$ cat src/rtl/hps_cmd_decoder_pkg.sv
// Shared types for the HPS command decoder: software opcodes, FSM states and
// the opcode offset that maps ALG opcodes onto engine operation codes.
package hps_cmd_pkg;

    typedef enum logic [2:0] {
        OP_NOP   = 3'd0,
        OP_WRITE = 3'd1,
        OP_READ  = 3'd2,
        OP_ALG0  = 3'd3,
        OP_ALG1  = 3'd4,
        OP_ALG2  = 3'd5,
        OP_ALG3  = 3'd6,
        OP_CLEAR = 3'd7
    } opcode_e;

    // Seven named states in a 3-bit encoding; the spare code is recovered to IDLE.
    typedef enum logic [2:0] {
        ST_IDLE   = 3'd0,
        ST_WR     = 3'd1,
        ST_RD     = 3'd2,
        ST_AST    = 3'd3,
        ST_AWAIT  = 3'd4,
        ST_FINISH = 3'd5,
        ST_FAIL   = 3'd6
    } state_e;

    localparam logic [2:0] ALG_BASE = 3'd3;

endpackage

$ cat src/rtl/hps_cmd_decoder.sv
// HPS PIO command decoder: turns edge-strobed software commands into RAM
// strobes or an engine start/wait handshake, with sticky status back to the HPS.
module hps_cmd_decoder
    import hps_cmd_pkg::*;
#(
    parameter int ADDR_W      = 17,
    parameter int DATA_W      = 8,
    parameter int MEM_DEPTH   = 76800,
    parameter int RD_LATENCY  = 2,
    parameter int ALG_TIMEOUT = 2000000
) (
    input  logic              clk_clk,
    input  logic              reset_reset_n,
    input  logic [2:0]        pio_instruction,
    input  logic [DATA_W-1:0] pio_data,
    input  logic [ADDR_W-1:0] pio_mem_addr,
    input  logic              pio_sel_mem,
    input  logic              pio_enable,
    output logic              mem_wr_en,
    output logic              mem_rd_en,
    output logic [ADDR_W-1:0] mem_addr,
    output logic [DATA_W-1:0] mem_wdata,
    output logic              mem_sel,
    input  logic [DATA_W-1:0] mem_rdata,
    output logic              alg_start,
    output logic [1:0]        alg_code,
    input  logic              alg_busy,
    input  logic              alg_done,
    output logic              busy,
    output logic              done,
    output logic              error,
    output logic [DATA_W-1:0] rd_data
);

    localparam int               CNT_W     = $clog2(ALG_TIMEOUT);
    localparam logic [CNT_W-1:0] RD_LAST   = CNT_W'(RD_LATENCY);
    localparam logic [CNT_W-1:0] TMO_LAST  = CNT_W'(ALG_TIMEOUT - 1);
    localparam logic [ADDR_W:0]  DEPTH_LIM = (ADDR_W + 1)'(MEM_DEPTH);

    state_e            state_q, state_d;
    logic [CNT_W-1:0]  cnt_q, cnt_d;
    logic              en_q;
    logic              cmd_edge;
    logic              addr_bad;
    logic              mem_wr_en_q, mem_wr_en_d;
    logic              mem_rd_en_q, mem_rd_en_d;
    logic [ADDR_W-1:0] mem_addr_q, mem_addr_d;
    logic [DATA_W-1:0] mem_wdata_q, mem_wdata_d;
    logic              mem_sel_q, mem_sel_d;
    logic              alg_start_q, alg_start_d;
    logic [1:0]        alg_code_q, alg_code_d;
    logic              busy_q, busy_d;
    logic              done_q, done_d;
    logic              error_q, error_d;
    logic [DATA_W-1:0] rd_data_q, rd_data_d;

    assign cmd_edge = pio_enable & ~en_q;
    assign addr_bad = {1'b0, pio_mem_addr} >= DEPTH_LIM;

    always_comb begin
        state_d     = state_q;
        cnt_d       = cnt_q;
        mem_wr_en_d = 1'b0;
        mem_rd_en_d = 1'b0;
        alg_start_d = 1'b0;
        mem_addr_d  = mem_addr_q;
        mem_wdata_d = mem_wdata_q;
        mem_sel_d   = mem_sel_q;
        alg_code_d  = alg_code_q;
        busy_d      = busy_q;
        done_d      = done_q;
        error_d     = error_q;
        rd_data_d   = rd_data_q;

        case (state_q)
            ST_IDLE: begin
                if (cmd_edge) begin
                    mem_addr_d  = pio_mem_addr;
                    mem_wdata_d = pio_data;
                    mem_sel_d   = pio_sel_mem;
                    done_d      = 1'b0;
                    error_d     = 1'b0;
                    busy_d      = 1'b1;
                    case (opcode_e'(pio_instruction))
                        OP_NOP: state_d = ST_FINISH;
                        OP_WRITE: begin
                            if (addr_bad) begin
                                state_d = ST_FAIL;
                            end else begin
                                state_d     = ST_WR;
                                mem_wr_en_d = 1'b1;
                            end
                        end
                        OP_READ: begin
                            if (addr_bad) begin
                                state_d = ST_FAIL;
                            end else begin
                                state_d     = ST_RD;
                                mem_rd_en_d = 1'b1;
                                cnt_d       = '0;
                            end
                        end
                        OP_CLEAR: begin
                            rd_data_d = '0;
                            state_d   = ST_FINISH;
                        end
                        default: begin
                            alg_code_d = 2'(pio_instruction - ALG_BASE);
                            if (alg_busy) begin
                                state_d = ST_FAIL;
                            end else begin
                                state_d     = ST_AST;
                                alg_start_d = 1'b1;
                            end
                        end
                    endcase
                end
            end
            ST_WR: state_d = ST_FINISH;
            ST_RD: begin
                if (cnt_q == RD_LAST) begin
                    rd_data_d = mem_rdata;
                    state_d   = ST_FINISH;
                end else begin
                    cnt_d = cnt_q + 1'b1;
                end
            end
            ST_AST: begin
                cnt_d   = '0;
                state_d = ST_AWAIT;
            end
            // A done pulse wins over a timeout landing in the same cycle.
            ST_AWAIT: begin
                if (alg_done) begin
                    state_d = ST_FINISH;
                end else if (cnt_q == TMO_LAST) begin
                    state_d = ST_FAIL;
                end else begin
                    cnt_d = cnt_q + 1'b1;
                end
            end
            ST_FINISH: state_d = ST_IDLE;
            ST_FAIL:   state_d = ST_IDLE;
            default:   state_d = ST_IDLE;
        endcase

        // Status is registered with the transition so it is visible in FINISH/FAIL.
        case (state_d)
            ST_FINISH: begin
                done_d = 1'b1;
                busy_d = 1'b0;
            end
            ST_FAIL: begin
                done_d  = 1'b1;
                error_d = 1'b1;
                busy_d  = 1'b0;
            end
            default: ;
        endcase

        if (cmd_edge && (state_q != ST_IDLE)) begin
            error_d = 1'b1;
        end
    end

    always_ff @(posedge clk_clk or negedge reset_reset_n) begin
        if (!reset_reset_n) begin
            state_q     <= ST_IDLE;
            cnt_q       <= '0;
            en_q        <= 1'b0;
            mem_wr_en_q <= 1'b0;
            mem_rd_en_q <= 1'b0;
            mem_addr_q  <= '0;
            mem_wdata_q <= '0;
            mem_sel_q   <= 1'b0;
            alg_start_q <= 1'b0;
            alg_code_q  <= '0;
            busy_q      <= 1'b0;
            done_q      <= 1'b0;
            error_q     <= 1'b0;
            rd_data_q   <= '0;
        end else begin
            state_q     <= state_d;
            cnt_q       <= cnt_d;
            en_q        <= pio_enable;
            mem_wr_en_q <= mem_wr_en_d;
            mem_rd_en_q <= mem_rd_en_d;
            mem_addr_q  <= mem_addr_d;
            mem_wdata_q <= mem_wdata_d;
            mem_sel_q   <= mem_sel_d;
            alg_start_q <= alg_start_d;
            alg_code_q  <= alg_code_d;
            busy_q      <= busy_d;
            done_q      <= done_d;
            error_q     <= error_d;
            rd_data_q   <= rd_data_d;
        end
    end

    assign mem_wr_en = mem_wr_en_q;
    assign mem_rd_en = mem_rd_en_q;
    assign mem_addr  = mem_addr_q;
    assign mem_wdata = mem_wdata_q;
    assign mem_sel   = mem_sel_q;
    assign alg_start = alg_start_q;
    assign alg_code  = alg_code_q;
    assign busy      = busy_q;
    assign done      = done_q;
    assign error     = error_q;
    assign rd_data   = rd_data_q;

endmodule

$ cat config.mk
export PLATFORM = sky130hd
export DESIGN_NAME = hps_cmd_decoder
export DESIGN_NICKNAME = d
export VERILOG_FILES = /design/src/rtl/hps_cmd_decoder_pkg.sv /design/src/rtl/hps_cmd_decoder.sv
export SDC_FILE = /design/constraint.sdc
export NUM_CORES = 1
export LEC_CHECK = 0
export ABC_AREA = 1
export CORE_ASPECT_RATIO = 0.75
export CORE_MARGIN = 2
export CORE_UTILIZATION = 40
export DETAILED_ROUTE_END_ITERATION = 16
export PLACE_DENSITY = 0.66
export SYNTH_ARGS = -nofsm -noshare
export SYNTH_HDL_FRONTEND = slang
export SYNTH_SLANG_ARGS = --single-unit
$ cat constraint.sdc
create_clock -name clk_clk -period 2 [get_ports clk_clk]
set_input_delay 0.5 -clock clk_clk [delete_from_list [all_inputs] [get_ports clk_clk]]
set_output_delay 0.5 -clock clk_clk [all_outputs]
set_load 0.01 [all_outputs]
==> run_results.csv <==
group,metric,value,unit
run_status,outcome,"finished, final reports clean",
sta,drv_slew,0,
global_routing,grt_max_degree,43,
global_routing,grt_pass1_wl,15800,um
yosys,synth_seq_cells,67,
placement,dp.cells,728,
critical_path,endpoint,"cnt_q[19]",
placement,place.gp.congestion,0.987,
drt,routedWlPerCell,13.1,um
critical_path,r2r-start,"cnt_q[0]",
sta,hold_viol_final,0,
layout,final_cell_mix,"nand2_1 (159), clkdlybuf4s50_1 (80), dfrtp_1 (66)",
yosys,synth_nets,552,
layout,regArea,1680,um^2
critical_path,endpoint_kind,"flop",
sta,period_share,0.932,
yosys,ys_seq_area_frac,0.437,
layout,final_layout_size_suffix_gt1_frac,0.159,
layout,antennaDiodeCount,0,
sta,setup_violations,0,
layout,final_common_cell,"nand2_1",
cts,clk_pin_slew,0.05,ns
yosys,ys_top_cells_by_area,"dfrtp_1 (44%), nand2_1 (16%), nand3_1 (5.6%)",
critical_path,worstSetupStartpoint,"pio_mem_addr[15]",
yosys,synth_area,3830,um^2
layout,multi_input_area,1850,um^2
critical_path,reg2reg_slack,0.15,ns
min_path,hold_path.class,"input pin to asynchronous set/reset pin",
cts,clockBufferDepth,2,
floorplanning,placementRows,30,
critical_path,r2r_cells,11,
yosys,yosysWarningCount,0,
placement,place_hpwl,7540,um
floorplanning,start_util,0.417,
power,ir_worst_vdd,0.715,mV
layout,n_fill_cell,864,
sta,rsz0062_at_grt,"no",
sta,finClkSkew,0.00675,ns
cts,cts_hold_buffers,0,
power,p_sw_frac,0.348,
drt,drt_iter0_markers,205,
drt,dr.pass1.iters,5,
cts,ctsHtreeMaxLevel,3,
layout,final_util,0.577,
power,switchingPower,0.00206,W
critical_path,required,2.25,ns
cts,clock-sinks,67,
placement,dpl-instance-area,4930,um^2
power,p_comb_frac,0.416,
critical_path,r2r_end,"cnt_q[19]",
power,p_per_area,1120,nW/um^2
critical_path,crit_fanout,9,
cts,root_buffer,"clkbuf_16",
global_routing,antenna_found_initial,0,
yosys,netlist.area_leader.share,0.437,
layout,area_growth,38.4,%
yosys,avgSynthCellArea,7.61,um^2
global_routing,grtUsageTotal,0.199,
cts,cts_buffers,9,
critical_path,cp_slowest_cell,"clkdlybuf4s50_1",
power,intPower,0.00386,W
critical_path,cp.arrival,2.12,ns
power,seqPwrFrac,0.329,
critical_path,critPathLaunchType,"input pin",
global_routing,grt_overflow,0,
critical_path,slowest_delay,0.44,ns
drt,ant_nets,0,
layout,postLayoutCellArea,5310,um^2
power,p_leak,2.54,nW
floorplanning,dieArea,10400,um^2
sta,post-route-min-period,1.86,ns
floorplanning,ioPinCount,84,
power,p_clk_frac,0.255,
cts,cts_tree,"built",
sta,max_slew_margin,0.640,
drt,drt-vias-per-instance,4.72,
layout,instances_no_fill,746,
placement,port_buffers,83,
layout,nNetsFinal,663,
yosys,synthCells,504,
cts,clk_latency,0.33,ns
critical_path,path_class,"input pin to flop",
floorplanning,die_w,117,um
sta,fmax,536,MHz
job,maxCapViolCount,0,
drt,drt_wl_total,9770,um
floorplanning,dieHeight,88.8,um
drt,vias,3518,
global_routing,grt_pass1_vias,3280,
floorplanning,core_area,9200,um^2
drt,drc,0,
yosys,yosysTopAreaCell,"dfrtp_1",
yosys,yosysUniqueCellTypes,36,
sta,tightest_slew,0.540,ns
critical_path,crit_chain,"clkdlybuf4s50_1 > o21ai_1 > nand3_2 > nand2_1 > nand3_4 > nor2_4 > buf_12 > buf_4 > nand2_1 > o21ai_1",
[kinds of logic (layout without fill, tap and decap cells)]
family                     count (synthesis)  count (layout)  share of synthesized area
DFF                                       67              67                      0.437
and+or+nand+nor                          301             301                      0.355
xor gates and xnor gates                  14              14                     0.0320
AOI/OAI and AO/OA                         40              40                     0.0623
muxes                                      1               1                    0.00294
adders and majority gates                  6               6                     0.0196
buffers and inverters                     75             189                     0.0911
[cell usage after synthesis (all sizes together)]
cell	count
nand2	171
dfrtp	67
nor2	66
inv	56
nand3	45
o21ai	33
buf	15
xor2	12
nand4	11
nor3	7
a21oi	6
ha	6
clkbuf	3
xnor2	2
clkinv	1
mux2	1
nand3b	1
o31ai	1
[critical path, delay by kind of cell]
| family | cells | cell delay (ns) |
|---|---|---|
| compound gates | 2 | 0.33 |
| buf+inv | 3 | 0.73 |
| simple gates | 5 | 0.53 |
[through the flow]
stage	hold slack [ns]	setup TNS, ns	power [W]	worst slack, ns
floorplan	0.204	0	0.00323	0.350
global placement	0.454	-9.29	0.00422	-0.375
detailed placement	0.458	-10.63	0.00425	-0.425
CTS	0.175	0	0.00591	0.00560
global route	0.194	0	0.00630	0.0144
finish	0.163	0	0.00592	0.135
[per-layer routing]
metal,track usage,part of all wire
met1,0.296,0.49
met2,0.284,0.43
met3,0.0479,0.066
met4,0.0652,0.016
met5,0,0
[power by group through the flow]
| stage | clock network, W | logic [W] | registers [W] |
|---|---|---|---|
| finish | 0.00151 | 0.00246 | 0.00195 |
| global route | 0.00162 | 0.00269 | 0.00200 |
| CTS | 0.00156 | 0.00241 | 0.00195 |
| detailed placement | 0 | 0.00230 | 0.00195 |
| global placement | 0 | 0.00227 | 0.00195 |
| floorplan | 0 | 0.00114 | 0.00209 |
[repair_timing]
| item | 4_1_cts | 5_1_grt |
|---|---|---|
| resized for setup | 1 | 15 |
| buffers inserted | 2 | 2 |
| pin swaps | 2 | 4 |
| cloned | 0 | 0 |
| setup endpoints to repair | 21 | 24 |
[flip-flops by register name (all words and copies together) (netlist names), 2 cells and up]
| name | cells |
|---|---|
| mem_wdata | 8 |
| cnt_q | 21 |
| rd_data | 8 |
| mem_addr | 17 |
| state_q | 3 |
| alg_code | 2 |
[how the worst min path moves through the flow]
stage               depth (start not counted)     startpoint      endpoint  slack (ns)
floorplan                                   0  reset_reset_n   alg_code[0]        0.20
global placement                            2   mem_wdata[4]  mem_wdata[4]        0.45
detailed placement                          2    mem_addr[0]   mem_addr[0]        0.46
CTS                                         2  reset_reset_n     cnt_q[12]        0.18
global route                                2  reset_reset_n     cnt_q[12]        0.19
finish                                      2  reset_reset_n      cnt_q[1]        0.16
[area by class of cell]
class,instances,area share
Inverter,57,0.0408
Tap cell,128,0.0302
Clock inverter,3,0.00754
Multi-Input combinational cell,362,0.348
Timing Repair Buffer,118,0.211
Sequential cell,67,0.316
Clock buffer,11,0.0457
Power figures use the tool's default switching activity.
==> edit 1 (same settings) <==
Register the output `error` once more, cleared by the reset; this adds one clock of latency there. The other outputs are not delayed to match.
--- a/src/rtl/hps_cmd_decoder.sv
+++ b/src/rtl/hps_cmd_decoder.sv
@@ -208,3 +208,9 @@
     assign done      = done_q;
-    assign error     = error_q;
+    always_ff @(posedge clk_clk or negedge reset_reset_n) begin
+        if (!reset_reset_n) begin
+            error <= '0;
+        end else begin
+            error <= error_q;
+        end
+    end
     assign rd_data   = rd_data_q;
Check against the original RTL: not equivalent (Yosys sat finds a counterexample within 4 cycles, from zero or initial values and one cycle with reset_reset_n low).
==> edit 1 against the unedited design <==
  * Cell area is 1.7% higher
  * Non-clock buffer count is 7 higher
  * Wire length is 3.0% higher
  * Setup slack worse by 0.015 ns
  * Sequential share of layout area hardly changed
  * Sequential cell count is 1 higher
  * Area after synthesis is 2.2% lower
  * Power is 11% higher
  * Critical endpoint is now cnt_q[14]
==> edit 1: results (changes against the unedited design) <==
- Most frequent cells after synthesis: nand2_1 (172), dfrtp_1 (68), nor2_1 (60), inv_1 (48), nand3_1 (41)
- Result of the run: finished, final reports clean
- All-layer global routing usage: 20.1% (+0.23 points)
- Reg2Reg Setup Slack: 0.13 ns (-0.02 ns)
- Area grow syn2layout: 43.8%
- Share of the synthesized netlist area taken by xor and xnor gates: 3.04% (-0.16 points)
- Wire length per cell after detailed routing: 13.4 um (+2.3%)
- Net count after synthesis: 547 (-0.91%)
- Number of distinct library cells after synthesis: 34 (-5.6%)
- Clock-pin slew on the worst setup and hold paths: approximately 0.060 ns
- Estimated wirelength of the detail-placed design: 7.23 mm (-4.1%)
- Post-detailed-placement cell area: 4920 um2 (-0.20%)
- Maximum number of pins on one net before global-route repair: 52 (+21%)
- Largest clock skew in the final design: 0.00660 ns (-0.000143 ns)
- Register area share after synthesis: 45.4% (+1.6 points)
- Filler instances: 787 (-8.9%)
- Amount of wire on met3 after detailed routing: 740 um (+14%)
- Reg2reg start: cnt_q[8]
- Final #Nets: 666 (+0.45%)
- Post-place setup slack: -0.356 ns (+0.0693 ns)
- Max incr delay on CP: 0.51 ns (+0.07 ns)
- Slowest cell on the critical path: clkdlybuf4s50_1
- Number of buffers inserted by port buffering: 83 (unchanged)
- Number of global-route vias before repair: 3416 (+4.1%)
- Wire length of the first global-routing pass: 16.2 mm (+2.4%)
- Final GP Congestion: 0.954 (-3.3%)
- Maximum net fanout on the critical path: 11 (+2)
- Register with the most flip-flops: cnt_q
- Initial drt markers: 286 (+40%)
- Leakage: 0.00262 uW (+3.3%)
- Compound-cell area share of the yosys netlist: 6.64% (+0.40 points)
- Vias: 3600 (+2.3%)
- Average vias per placed instance: 4.79 (+1.6%)
- Final worst slack: 0.121 ns (-0.0146 ns)
- Power dissipated by switching net loads: 2280 uW (+10%)
- Worst path arrival time: 2.14 ns (+0.02 ns)
- Switching part of the total: 34.7% (-0.15 points)
- Fraction of final layout cells with drive strength greater than 1: 15.7% (-0.13 points)
- Slew at the pin closest to its max-slew limit: 0.446 ns (-0.0940 ns)
- Routed wire length on met2: 4.40 mm (+5.8%)
- Combinational share of power: 43.7% (+2.1 points)
- Placed cell count: 729 (+0.14%)
- Last element of the critical path: cnt_q[14]
==> edit 1: changes by cell type in the layout (fill, tap and decap cells not counted), sizes merged, moves of 2 or more <==
cell,change
a21o,+2
buf,+5
inv,-4
nand2,+3
nand3,-3
xor2,-2
==> edit 1: what timing repair did <==
action                     in CTS  in global routing
gates resized for setup         2                 20
setup endpoints to repair       3                 23
cloned                          0                  2
buffers inserted                0                  4
pin swaps                       0                  6
==> edit 1: final cells by class <==
cell class / instances / area share [%]
inverters: 52 / 3.71
repair buffers: 125 / 22.4
well taps: 128 / 2.97
clock buffers: 10 / 4.43
flip-flops and latches: 68 / 31.6
multi-input cells: 362 / 33.3
clock inverters: 6 / 1.62
==> edit 1: layer usage <==
metal / vias to the layer above / GRT usage [%]
met5: - / 0
met4: 0 / 6.06
met3: 10 / 4.50
met2: 116 / 29.8
met1: 1668 / 29.5
li1: 1806 / -
==> edit 2 (config.mk and constraints unchanged) <==
Without the edit above. The parameter `ADDR_W` goes from 17 to 34.
--- a/src/rtl/hps_cmd_decoder.sv
+++ b/src/rtl/hps_cmd_decoder.sv
@@ -5,3 +5,3 @@
 #(
-    parameter int ADDR_W      = 17,
+    parameter int ADDR_W      = 34,
     parameter int DATA_W      = 8,
Interface: changed (resized mem_addr and pio_mem_addr); port bits go from 84 to 118. The function was not compared with the original's and may differ.
==> edit 2 against the unedited design <==
  * Worst hold slack got worse by 0.11 ns
  * Sequential power increased by 31%
  * Wire length is 20% higher
  * Power rose by 30%
  * Critical endpoint is now busy
  * Die area is 13% higher
  * Sequential cell count rose by 17
  * Setup slack got worse by 0.058 ns
  * Combinational power rose by 32%
  * Largest power group unchanged
  * Cell area up 19%
  * Area after synthesis is 13% higher
==> edit 2: results (changes against the unedited design) <==
- Result of the run: finished, final reports clean
- Final GP Congestion: 0.990 (+0.29%)
- All-layer global routing usage: 20.4% (+0.51 points)
- Maximum number of pins on one net before global-route repair: 35 (-19%)
- Switching part of the total: 33.9% (-0.94 points)
- Post-place setup slack: -0.466 ns (-0.0408 ns)
- Estimated wirelength of the detail-placed design: 8.88 mm (+18%)
- Slew at the pin closest to its max-slew limit: 0.383 ns (-0.157 ns)
- Placed cell count: 839 (+15%)
- Wire length of the first global-routing pass: 19.2 mm (+21%)
- Flip-flop count of the largest register after layout: 34 (+62%)
- Critical register-to-register path endpoint: busy
- Number of global-route vias before repair: 3958 (+21%)
- Final antenna diode count: 0 (unchanged)
- Synthesized netlist cell count: 566 (+12%)
- Latest clock arrival within the worst-skew pair: ~0.34 ns
- Number of buffers inserted by port buffering: 117 (+41%)
- Average vias per placed instance: 4.85 (+2.8%)
- Biggest area contributors in the synthesized netlist: dfrtp_1 (48%), nand2_1 (19%), inv_1 (4.4%)
- Final #Nets: 781 (+18%)
- Initial antenna violation count: 0 (unchanged)
- Most frequent cells after synthesis: nand2_1 (222), dfrtp_1 (84), inv_1 (51), nor2_1 (50), nand3_1 (32)
- Launch point of the critical path: pio_mem_addr[21]
- Met1 usage: 28.7% (-0.94 points)
- Register area share after synthesis: 48.4% (+4.6 points)
- Grt met3 use: 5.58% (+0.79 points)
- Vias: 4153 (+18%)
- Leakage: 0.00294 uW (+16%)
- Minimum period implied by the final worst setup slack: 1.92 ns (+0.0580 ns)
- Fraction of final layout cells with drive strength greater than 1: 12.9% (-3.0 points)
- Net count after synthesis: 631 (+14%)
- Worst path arrival time: 2.15 ns (+0.03 ns)
- Initial drt markers: 267 (+30%)
- Routed wire length: 11.7 mm (+20%)
- Maximum buffer depth of the clock tree: 2 (unchanged)
- Met2 routing resource usage after global routing: 30.9% (+2.5 points)
- Largest clock skew in the final design: 0.00458 ns (-0.00216 ns)
- Number of distinct library cells after synthesis: 34 (-5.6%)
- Maximum net fanout on the critical path: 3 (-6)
- Worst voltage drop across the vdd grid: 0.676 mV (-5.5%)
- Root buffer cell: clkbuf_16
- Worst Reg2Reg Path Length in Cells: 13 (+2)
- EDFF count, synth: 0 (unchanged)
## edit 2: power groups by stage
stage	sequential, uW	combinational [uW]	clock [uW]
3_5_place_dp	2580	3250	0
5_1_grt	2620	3580	2000
6_report	2560	3250	1890
2_1_floorplan	2790	1340	0
3_3_place_gp	2560	3200	0
4_1_cts	2560	3270	1930
## edit 2: worst min path at each step
stage	start	endpoint	slack [ns]	cells past startpoint
floorplan	reset_reset_n	alg_code[0]	0.20	0
global placement	reset_reset_n	cnt_q[5]	0.43	1
detailed placement	reset_reset_n	cnt_q[5]	0.43	1
CTS	reset_reset_n	cnt_q[5]	0.07	1
global route	reset_reset_n	cnt_q[5]	0.07	1
finish	reset_reset_n	cnt_q[9]	0.05	1
## edit 2: final cells by class
cell class,instances,area (um2)
Inverter,55,206
Multi-Input combinational cell,413,1980
Clock buffer,9,225
Tap cell,136,170
Clock inverter,7,115
Timing Repair Buffer,153,1500
Sequential cell,84,2100
Fill cell,916,4150
## edit 2: repair_timing
action,in CTS,in global routing
buffers inserted,0,2
resized for setup,3,8
setup endpoints to repair,4,23
pin swaps,1,2
## edit 2: worst max-delay path, stage by stage
cell and delay [ns]:
clkdlybuf4s50_1 0.45, nor2_2 0.13, nand4_1 0.16, nor2_2 0.18
buf_4 0.13, buf_4 0.09, nand3_1 0.09, nand3_1 0.13
nand3_1 0.13, nand2_1 0.10, nor2_1 0.04
## edit 2: cells by family (layout without fill, tap and decap cells)
logic type	count (synthesis)	in the layout	synth area share, %
AND/OR/NAND/NOR	348	348	35.2
adder cells (fa/ha/maj)	6	6	1.73
AO/OA/AOI/OAI	53	53	6.68
XOR/XNOR	5	5	1.01
buffers and inverters	69	224	6.76
multiplexers	1	1	0.259
flip-flops	84	84	48.4
## edit 2: stage by stage
step | cell area, um2 | setup TNS, ns
floorplan | 4350 | 0
global placement | 5920 | -8.69
detailed placement | 5920 | -11.41
CTS | 6260 | 0
global route | 6300 | -0.0100
finish | 6300 | 0
## edit 2: routing by layer
metal,up-vias,routed length [um]
met3,13,778
met1,1920,5730
met2,141,5060
li1,2079,-
met5,-,0
met4,0,160
